### src/rtl/alu_pkg.sv
// Shared constants for the alu_in datapath block:
// default operand width and the 4-bit opcode map.
package alu_pkg;

  localparam int WIDTH = 16;

  localparam logic [3:0] OP_ADD   = 4'd0;
  localparam logic [3:0] OP_SUB   = 4'd1;
  localparam logic [3:0] OP_AND   = 4'd2;
  localparam logic [3:0] OP_OR    = 4'd3;
  localparam logic [3:0] OP_XOR   = 4'd4;
  localparam logic [3:0] OP_NOT   = 4'd5;
  localparam logic [3:0] OP_SHL   = 4'd6;
  localparam logic [3:0] OP_SHR   = 4'd7;
  localparam logic [3:0] OP_SRA   = 4'd8;
  localparam logic [3:0] OP_ROL   = 4'd9;
  localparam logic [3:0] OP_ROR   = 4'd10;
  localparam logic [3:0] OP_SLT   = 4'd11;
  localparam logic [3:0] OP_SLTU  = 4'd12;
  localparam logic [3:0] OP_PASSB = 4'd13;
  localparam logic [3:0] OP_ACC   = 4'd14;
  localparam logic [3:0] OP_CLR   = 4'd15;

endpackage

### src/rtl/alu_in_comb.sv
// Combinational core of alu_in: next sum and next carry from aa/bb/op/runsum.
// Ports: aa_i, bb_i, op_i, runsum_i in; sum_d_o, c_d_o out.
module alu_in_comb
  import alu_pkg::*;
#(
  parameter int WIDTH = alu_pkg::WIDTH
) (
  input  logic [WIDTH-1:0] aa_i,
  input  logic [WIDTH-1:0] bb_i,
  input  logic [3:0]       op_i,
  input  logic [WIDTH-1:0] runsum_i,
  output logic [WIDTH-1:0] sum_d_o,
  output logic             c_d_o
);

  logic [3:0]       amt;
  logic [WIDTH:0]   add_w;
  logic [WIDTH:0]   sub_w;
  logic [WIDTH:0]   shl_w;
  logic [WIDTH:0]   shr_w;
  logic [WIDTH:0]   sra_w;
  logic [WIDTH-1:0] rol_w;
  logic [WIDTH-1:0] ror_w;
  logic [WIDTH+1:0] acc_w;
  logic             slt;
  logic             sltu;

  assign amt   = bb_i[3:0];
  assign add_w = {1'b0, aa_i} + {1'b0, bb_i};
  // Top bit of the widened difference is the unsigned borrow.
  assign sub_w = {1'b0, aa_i} - {1'b0, bb_i};
  // Shifts carry one guard bit; it holds the last bit shifted out,
  // and stays 0 for a zero amount.
  assign shl_w = {1'b0, aa_i} << amt;
  assign shr_w = {aa_i, 1'b0} >> amt;
  assign sra_w = $signed({aa_i, 1'b0}) >>> amt;
  assign rol_w = (aa_i << amt) | (aa_i >> (WIDTH - int'(amt)));
  assign ror_w = (aa_i >> amt) | (aa_i << (WIDTH - int'(amt)));
  // Two extra bits so the three-term total never wraps.
  assign acc_w = {2'b00, runsum_i} + {2'b00, aa_i} + {2'b00, bb_i};
  assign slt   = $signed(aa_i) < $signed(bb_i);
  assign sltu  = aa_i < bb_i;

  always_comb begin
    sum_d_o = '0;
    c_d_o   = 1'b0;
    unique case (op_i)
      OP_ADD:   {c_d_o, sum_d_o} = add_w;
      OP_SUB:   {c_d_o, sum_d_o} = sub_w;
      OP_AND:   sum_d_o = aa_i & bb_i;
      OP_OR:    sum_d_o = aa_i | bb_i;
      OP_XOR:   sum_d_o = aa_i ^ bb_i;
      OP_NOT:   sum_d_o = ~aa_i;
      OP_SHL:   {c_d_o, sum_d_o} = shl_w;
      OP_SHR:   {sum_d_o, c_d_o} = shr_w;
      OP_SRA:   {sum_d_o, c_d_o} = sra_w;
      OP_ROL:   sum_d_o = rol_w;
      OP_ROR:   sum_d_o = ror_w;
      OP_SLT:   sum_d_o = {{(WIDTH-1){1'b0}}, slt};
      OP_SLTU:  sum_d_o = {{(WIDTH-1){1'b0}}, sltu};
      OP_PASSB: sum_d_o = bb_i;
      OP_ACC: begin
        sum_d_o = acc_w[WIDTH-1:0];
        c_d_o   = |acc_w[WIDTH+1:WIDTH];
      end
      OP_CLR: begin
        sum_d_o = '0;
        c_d_o   = 1'b0;
      end
      default: begin
        sum_d_o = '0;
        c_d_o   = 1'b0;
      end
    endcase
  end

endmodule

### src/rtl/alu_in.sv
// Registered 16-entry ALU with running-sum accumulator, 1-cycle latency.
// Ports: clk, rst (async high), aa, bb, op in; sum, c_out, zero out.
module alu_in
  import alu_pkg::*;
#(
  parameter int WIDTH = alu_pkg::WIDTH
) (
  input  logic             clk,
  input  logic             rst,
  input  logic [WIDTH-1:0] aa,
  input  logic [WIDTH-1:0] bb,
  input  logic [3:0]       op,
  output logic [WIDTH-1:0] sum,
  output logic             c_out,
  output logic             zero
);

  logic [WIDTH-1:0] sum_q, sum_d;
  logic [WIDTH-1:0] runsum_q, runsum_d;
  logic             c_q, c_d;
  logic             zero_q, zero_d;

  alu_in_comb #(.WIDTH(WIDTH)) u_comb (
    .aa_i     (aa),
    .bb_i     (bb),
    .op_i     (op),
    .runsum_i (runsum_q),
    .sum_d_o  (sum_d),
    .c_d_o    (c_d)
  );

  // Flag tracks the value being loaded, so it lines up with sum.
  assign zero_d = (sum_d == '0);

  always_comb begin
    runsum_d = runsum_q;
    if (op == OP_ACC) runsum_d = sum_d;
    else if (op == OP_CLR) runsum_d = '0;
  end

  always_ff @(posedge clk or posedge rst) begin
    if (rst) begin
      sum_q    <= '0;
      c_q      <= 1'b0;
      zero_q   <= 1'b1;
      runsum_q <= '0;
    end else begin
      sum_q    <= sum_d;
      c_q      <= c_d;
      zero_q   <= zero_d;
      runsum_q <= runsum_d;
    end
  end

  assign sum   = sum_q;
  assign c_out = c_q;
  assign zero  = zero_q;

endmodule

### config.mk
export PLATFORM = sky130hd
export DESIGN_NAME = alu_in
export DESIGN_NICKNAME = d
export VERILOG_FILES = /design/src/rtl/alu_pkg.sv /design/src/rtl/alu_in_comb.sv /design/src/rtl/alu_in.sv
export SDC_FILE = /design/constraint.sdc
export NUM_CORES = 1
export LEC_CHECK = 0
export CAP_MARGIN = 20
export CORE_MARGIN = 3
export CORE_UTILIZATION = 50
export DETAILED_ROUTE_END_ITERATION = 12
export PLACE_DENSITY = 0.68
export REMOVE_ABC_BUFFERS = 1
export SETUP_SLACK_MARGIN = 0.05
export SKIP_LAST_GASP = 1
export SLEW_MARGIN = 30
export SYNTH_ARGS = -nofsm -noshare
export SYNTH_HDL_FRONTEND = slang
export SYNTH_SLANG_ARGS = --single-unit
### constraint.sdc
create_clock -name clk -period 8.1 [get_ports clk]
set_input_delay 0.81 -clock clk [delete_from_list [all_inputs] [get_ports clk]]
set_output_delay 0.81 -clock clk [all_outputs]
set_load 0.02 [all_outputs]
# [Word level (Yosys, flattened, before mapping)]
# Cells that the tools add are included.
# Widths: inputs -> output; s select.
[op_classes] magnitude_cmp=2 shifts=7 addsub=5 n_eq_ne=15 bitwise_logic=6 n_reduce_logical=4 muxes=4
[op_table] cell="$pmux 16 s16" count=1
[op_table] cell="$or 16x16->16" count=3
[op_table] cell="$add 16x16->17" count=2
[op_table] cell="$eq 4x4->1 const B" count=8
[op_table] cell="$lt 16x16->1" count=2
[op_table] cell="$mux 16" count=2
[op_table] cell="$shl 16x32->16" count=1
[op_table] cell="$shr 16x32->16" count=1
[op_table] cell="$add 18x16->18" count=1
[op_table] cell="$shl 16x4->17" count=1
[op_table] cell="$shr 17x4->17" count=1
[op_table] cell="$sshr 17x4->17" count=1
[op_table] cell="$sub 16x16->17" count=1
[op_table] cell="$and 16x16->16" count=1
[op_table] cell="$eq 4x3->1 const B" count=4
[op_table] cell="$logic_not 16->1" count=1
[op_table] cell="$not 16->16" count=1
[op_table] cell="$shl 16x4->16" count=1
[op_table] cell="$shr 16x4->16" count=1
[op_table] cell="$xor 16x16->16" count=1
[op_table] cell="$eq 4x2->1 const B" count=2
[op_table] cell="$pmux 1 s6" count=1
[op_table] cell="$sub 5x4->6 const A" count=1
[op_table] cell="$eq 4x1->1 const B" count=1
[op_table] cell="other kinds (3)" count=3
[word_totals] register_bits=34

# [Logic depth before layout (Yosys ltp)]
[depth] ltp_word=5 ltp_mapped=21 mapped_depth_nobuf=21

# [Hierarchy]
# A second synthesis with hierarchy kept.
[hier_totals] cells_unflattened=1044 area_unflattened_um2=8306.7
[by_module_without_submodules] module="alu_in_comb" area_per_inst_um2=7044.3 cells_per_inst=968 instances=1
[by_module_without_submodules] module="alu_in" area_per_inst_um2=1262.5 cells_per_inst=76 instances=1

# [Worst setup path before layout]
# OpenSTA, ideal clock, no wires.
[synth_path] kind="input -> register" from="input port bb[1]" to="register zero_q (netlist: zero)" t_required_ns=8.037 t_arrival_ns=4.924 setup_slack_ns=3.113 stages=19 setup_time_ns=0.063 path_buffers=8 cell_sequence="buf_2 buf_4 buf_4 buf_4 buf_2 buf_2 inv_1 ha_1 buf_2 buf_4 mux2i_1 nor2_1 o311a_1 o21ai_0 nand4_1 or4_1 or4_1 nor4_1 and4b_1"
[synth_via] elab_chain_cells=5
[synth_lines] element="start, declared" line="alu_in.sv:11" source="input logic [WIDTH-1:0] bb,"
[synth_lines] element="$sub 5x4->6" line="alu_in_comb.sv:37, alu_in_comb.sv:38"
[synth_lines] element="$shl 16x32->16 or $shr 16x32->16 (tied branches)" line="alu_in_comb.sv:38, alu_in_comb.sv:37"
[synth_lines] element="$or 16x16->16, on equally long branches" line="alu_in_comb.sv:38, alu_in_comb.sv:37"
[synth_lines] element="$pmux 16 s16 *" line="alu_in_comb.sv:47" source="unique case (op_i)"
[synth_lines] element="via sum_d[3]" line="alu_in.sv:18" source="logic [WIDTH-1:0] sum_q, sum_d;"
[synth_lines] element="$logic_not 16->1 *" line="alu_in.sv:33" source="assign zero_d = (sum_d == '0);"
[synth_lines] element="via zero_d" line="alu_in.sv:21" source="logic zero_q, zero_d;"
[synth_lines] element="end signal, assigned" line="alu_in.sv:50" source="zero_q <= zero_d;"
[synth_lines] element="end, declared" line="alu_in.sv:21"
# Mark *: on every way through the listed nets, which the timed path passes. The rest lies on a longest branch.
# A chain may end at the register's enable or synchronous reset.

# [Worst setup path in the final report]
[layout_path] from="input port aa[1]" to="register zero_q (netlist: zero)"
[layout_via] elab_chain_cells=4
[layout_lines] element="start, declared" line="alu_in.sv:10" source="input logic [WIDTH-1:0] aa,"
[layout_lines] element="$add 16x16->17 (tied with other cells)" line="alu_in_comb.sv:40" source="assign acc_w = {2'b00, runsum_i} + {2'b00, aa_i} + {2'b00, bb_i};"
[layout_lines] element="$add 18x16->18 (tied with other cells)" line="alu_in_comb.sv:40"
[layout_lines] element="$pmux 16 s16 *" line="alu_in_comb.sv:47"
[layout_lines] element="via sum_d[15]" line="alu_in.sv:18"
[layout_lines] element="$logic_not 16->1 *" line="alu_in.sv:33"
[layout_lines] element="via zero_d" line="alu_in.sv:21"
# Marks and branches as above.

==> run summary <==
The run finished with clean final reports. nor2_1 is the most common cell in the netlist. The congestion estimate from routability-driven global placement came to 1.083. The number of buffers created by CTS is 5. The critical path required time came out at 8.33 ns. The worst register-to-register path begins at runsum_q[0]. The max-slew violation count came out at 0. In the final routed layout, each cell accounts on average for 27.94 µm. Counting cells, the worst reg-to-reg path comes to 19. The arrival time of the worst setup path is 6.15 ns.

The number of vias in the routed layout came out at 10.21k. The power density over cell area is 194.3 nW/µm². The initial antenna violation count is 0. The setup skew after layout came out at 0.01225 ns. Timing analysis after detailed placement gives a worst setup slack of 2.026 ns. The worst setup path is launched from a primary input.

The post-cts gate resize count came out at 0. The number of H-tree levels came out at 2. The number of violations of the max-capacitance limit is 0.

The overall routed net length is 39370 µm. The via-per-instance ratio came out at 7.246. Among the stages of the critical path, the cell type that occurs most often is a21oi_1. Setup repair after global routing left no endpoint under its margin. The number of buffers and inverters on the critical path is 1. The part of the cycle the worst path needs is 73.11%.

In this run the count of I/O pins placed on the die edge is 56. The maximum fanout along the worst path is 19. The final layout contains 1309 nets. The number of global-route vias before repair came out at 9363. The number of cells produced by synthesis came out at 1177.

The worst hold path terminates at runsum_q[14]. In this design, the largest share of critical-path delay is due to compound AO/OA/AOI/OAI gates. The overall die width came out at 139.8 µm. The first routing iteration left 1396 violations.

The number of clock sinks came out at 34. The site row count came out at 48. Summed over all nets, wire length on met3 after detailed routing comes to 5555 µm. The area growth from synthesis to layout came out at 9.172%. The instance count along the most critical hold path came out at 2. The worst hold path startpoint is runsum_q[14].

The worst reg2reg path endpoint is zero. The number of failing hold endpoints at the final stage is 0. The count of yosys warnings during synthesis came out at 0. The static leakage is 4.042 nW. The slew at the pin closest to its max-slew limit is 1.034 ns.

In this run the standard cell core region covers 17420 µm². The length of the first detailed-routing pass in iterations is 6. The number of antenna diodes in the final layout is 0.

The post-synth design cell area is 8949 µm². The detailed router used layers up to and including met4. ha_1 takes more of the synthesized area than any other cell. The total negative slack for setup checks is 0 ns. The worst-case IR drop observed on VDD is 0.2139 mV. Clock-pin slew was measured on the worst setup and hold paths at 0.07 ns. The number of buffers inserted by hold repair at cts came out at 0. The fraction of synthesized cell area taken by the top area cell type came out at 11.74%.

In this design, the stage delay of the slowest critical-path cell is 1.09 ns. The worst setup path is captured at a register. The total power of the final layout came out at 1.898 mW. In this run, distinct cell masters in the synthesized netlist total 89.

The shortest clock period the worst path allows after layout came out at 5.922 ns. The die is 139.8 µm tall. On the final layout, the worst hold slack is 0.4848 ns. In the synthesized netlist, the cells that appear most often are nor2_1 (116), nand2_1 (91), ha_1 (84). Buffers placed on the I/O ports in this run total 55.

The count of state elements after synthesis is 34. After detailed routing, the wire length on met1 is 16110 µm. A synthesized cell averages 7.603 µm².

The number of antenna-violating nets in the routed design came out at 0. The headroom to the max-slew limit came out at 30.31%. Summed over all layers, the global routing overflow is 0. The fraction of registers with async set or reset after synthesis came out at 100.0%. Entering global routing, the biggest net connects 52 pins. The main flop type after synthesis is dfrtp_1. The area of the die came out at 19540 µm². After clock tree synthesis, the setup repair step added 0 buffers.

The maximum count of clock buffers along a single path is 2. Wire segments on met2 add up to 16220 µm in the final route. Setup slack on the critical path of the routed design comes to 2.178 ns. The HPWL reported at the end of detailed placement came out at 29670 µm. Sorting the synthesized cells by area gives the leading types as ha_1 (12%), mux4_2 (9.6%), dfrtp_1 (9.2%), nor2_1 (4.9%), a21oi_1 (4.5%). Traced cell by cell, the critical path runs through clkdlybuf4s50_1 -> ha_1 -> a21o_1 -> a21oi_1 -> o21bai_1 -> a21oi_1 -> o21bai_1 -> a41oi_1 -> a21oi_1 -> a211o_1 -> a21oi_1 -> xnor2_1 -> ha_1 -> nor3b_1 -> o21ai_0 -> o311ai_0 -> nor4_1 -> o21ai_0 -> a211oi_1 -> o21ai_0 -> and4b_1.

The count of unresolved DRC violations after routing is 0. The worst setup path is of the in -> reg kind. The worst min-delay path class is reg -> reg. The later-pin clock latency in the skew report is 0.29 ns. The initial core utilization came out at 51.38%. The number of enable flip-flop cells after synthesis came out at 0. TritonCTS built the clock tree. The share of the Yosys chip area taken by registers is 9.522%. The layout has 1673 filler cells. The fmax came out at 168.9 MHz. The overall global routing resource usage is 39.21%. The share of final-layout standard cells stronger than drive strength 1 is 10.90%. The setup slack on the worst flop-to-flop path came out at 3.30 ns. The first global-routing pass estimated 59750 µm of wire. For this design, the slowest cell found on the critical path is clkdlybuf4s50_1. The tree is rooted in a clkbuf_16. The number of setup violations in the final report came out at 0.
==> cells in the final DEF, fill, tap and decap left out, types with 12 or more instances in the layout <==
cell,n
ha_1,84
dfrtp_1,33
xnor2_1,30
o22ai_1,13
mux2i_1,34
buf_4,37
nand3_1,26
a31oi_1,14
o21ai_0,66
o211ai_1,16
nor2b_1,13
nor4_1,12
nand2b_1,21
mux2_2,16
nand2_1,91
nor2_1,116
clkdlybuf4s50_1,50
a21o_1,18
inv_1,59
a211oi_1,24
a21oi_1,80
nor3_1,41
mux4_2,38
==> per-layer routing <==
metal | track usage (%) | up-vias
met3 | 12.54 | 131
met5 | 0 | -
met1 | 56.39 | 4821
li1 | - | 4456
met4 | 11.83 | 0
met2 | 56.01 | 802
==> stage by stage <==
| step | utilization (%) | instance area (µm²) | cells |
|---|---|---|---|
| 2_1_floorplan | - | 8511 | 1085 |
| 5_1_grt | 56.09 | 9769 | 1409 |
| 6_report | 56.09 | 9769 | 1409 |
| 3_3_place_gp | 55.20 | 9614 | 1401 |
| 3_5_place_dp | 55.20 | 9614 | 1401 |
| 4_1_cts | 56.15 | 9779 | 1409 |
==> worst max path at each step <==
stage | to | cells after the start | startpoint
final | zero | 21 | aa[1]
after global routing | zero | 22 | aa[1]
after CTS | zero | 21 | aa[1]
after detailed placement | zero | 21 | aa[1]
after global placement | zero | 21 | aa[1]
after floorplan | zero | 12 | bb[0]
==> power by group <==
group / switching, mW / internal (mW)
Sequential: 0.0286 / 0.223
Combinational: 0.827 / 0.591
Clock: 0.0840 / 0.144
Total: 0.940 / 0.959
==> registers in the layout, summed over array words and instances (netlist names) <==
signal and count:
c_out 1, zero 1, runsum_q 16, sum 16
==> tightest hold or removal path, delay by kind of cell (launching register included) <==
kind | cells | cell delay [ns]
simple gates | 2 | 0.10
flops | 1 | 0.35
==> cells by family (layout without fill, tap and decap cells) <==
group / Yosys count / after routing / synth area share (%)
XOR/XNOR: 41 / 41 / 4.013
AO/OA/AOI/OAI: 366 / 366 / 27.89
adder cells (fa/ha/maj): 89 / 89 / 12.75
flip-flops: 34 / 34 / 9.522
multiplexers: 92 / 92 / 16.02
buffers and inverters: 155 / 162 / 7.536
AND/OR/NAND/NOR: 400 / 400 / 22.26
==> final cells by class <==
| type | count | area (µm²) | share of cell area, % |
|---|---|---|---|
| Sequential cell | 34 | 852.1 | 8.722 |
| Multi-Input combinational cell | 988 | 7436 | 76.11 |
| Clock buffer | 5 | 125.1 | 1.281 |
| Clock inverter | 3 | 40.04 | 0.4098 |
| Inverter | 63 | 236.5 | 2.421 |
| Tap cell | 225 | 281.5 | 2.882 |
| Timing Repair Buffer | 91 | 798.3 | 8.171 |
Power figures use the tool's default switching activity.
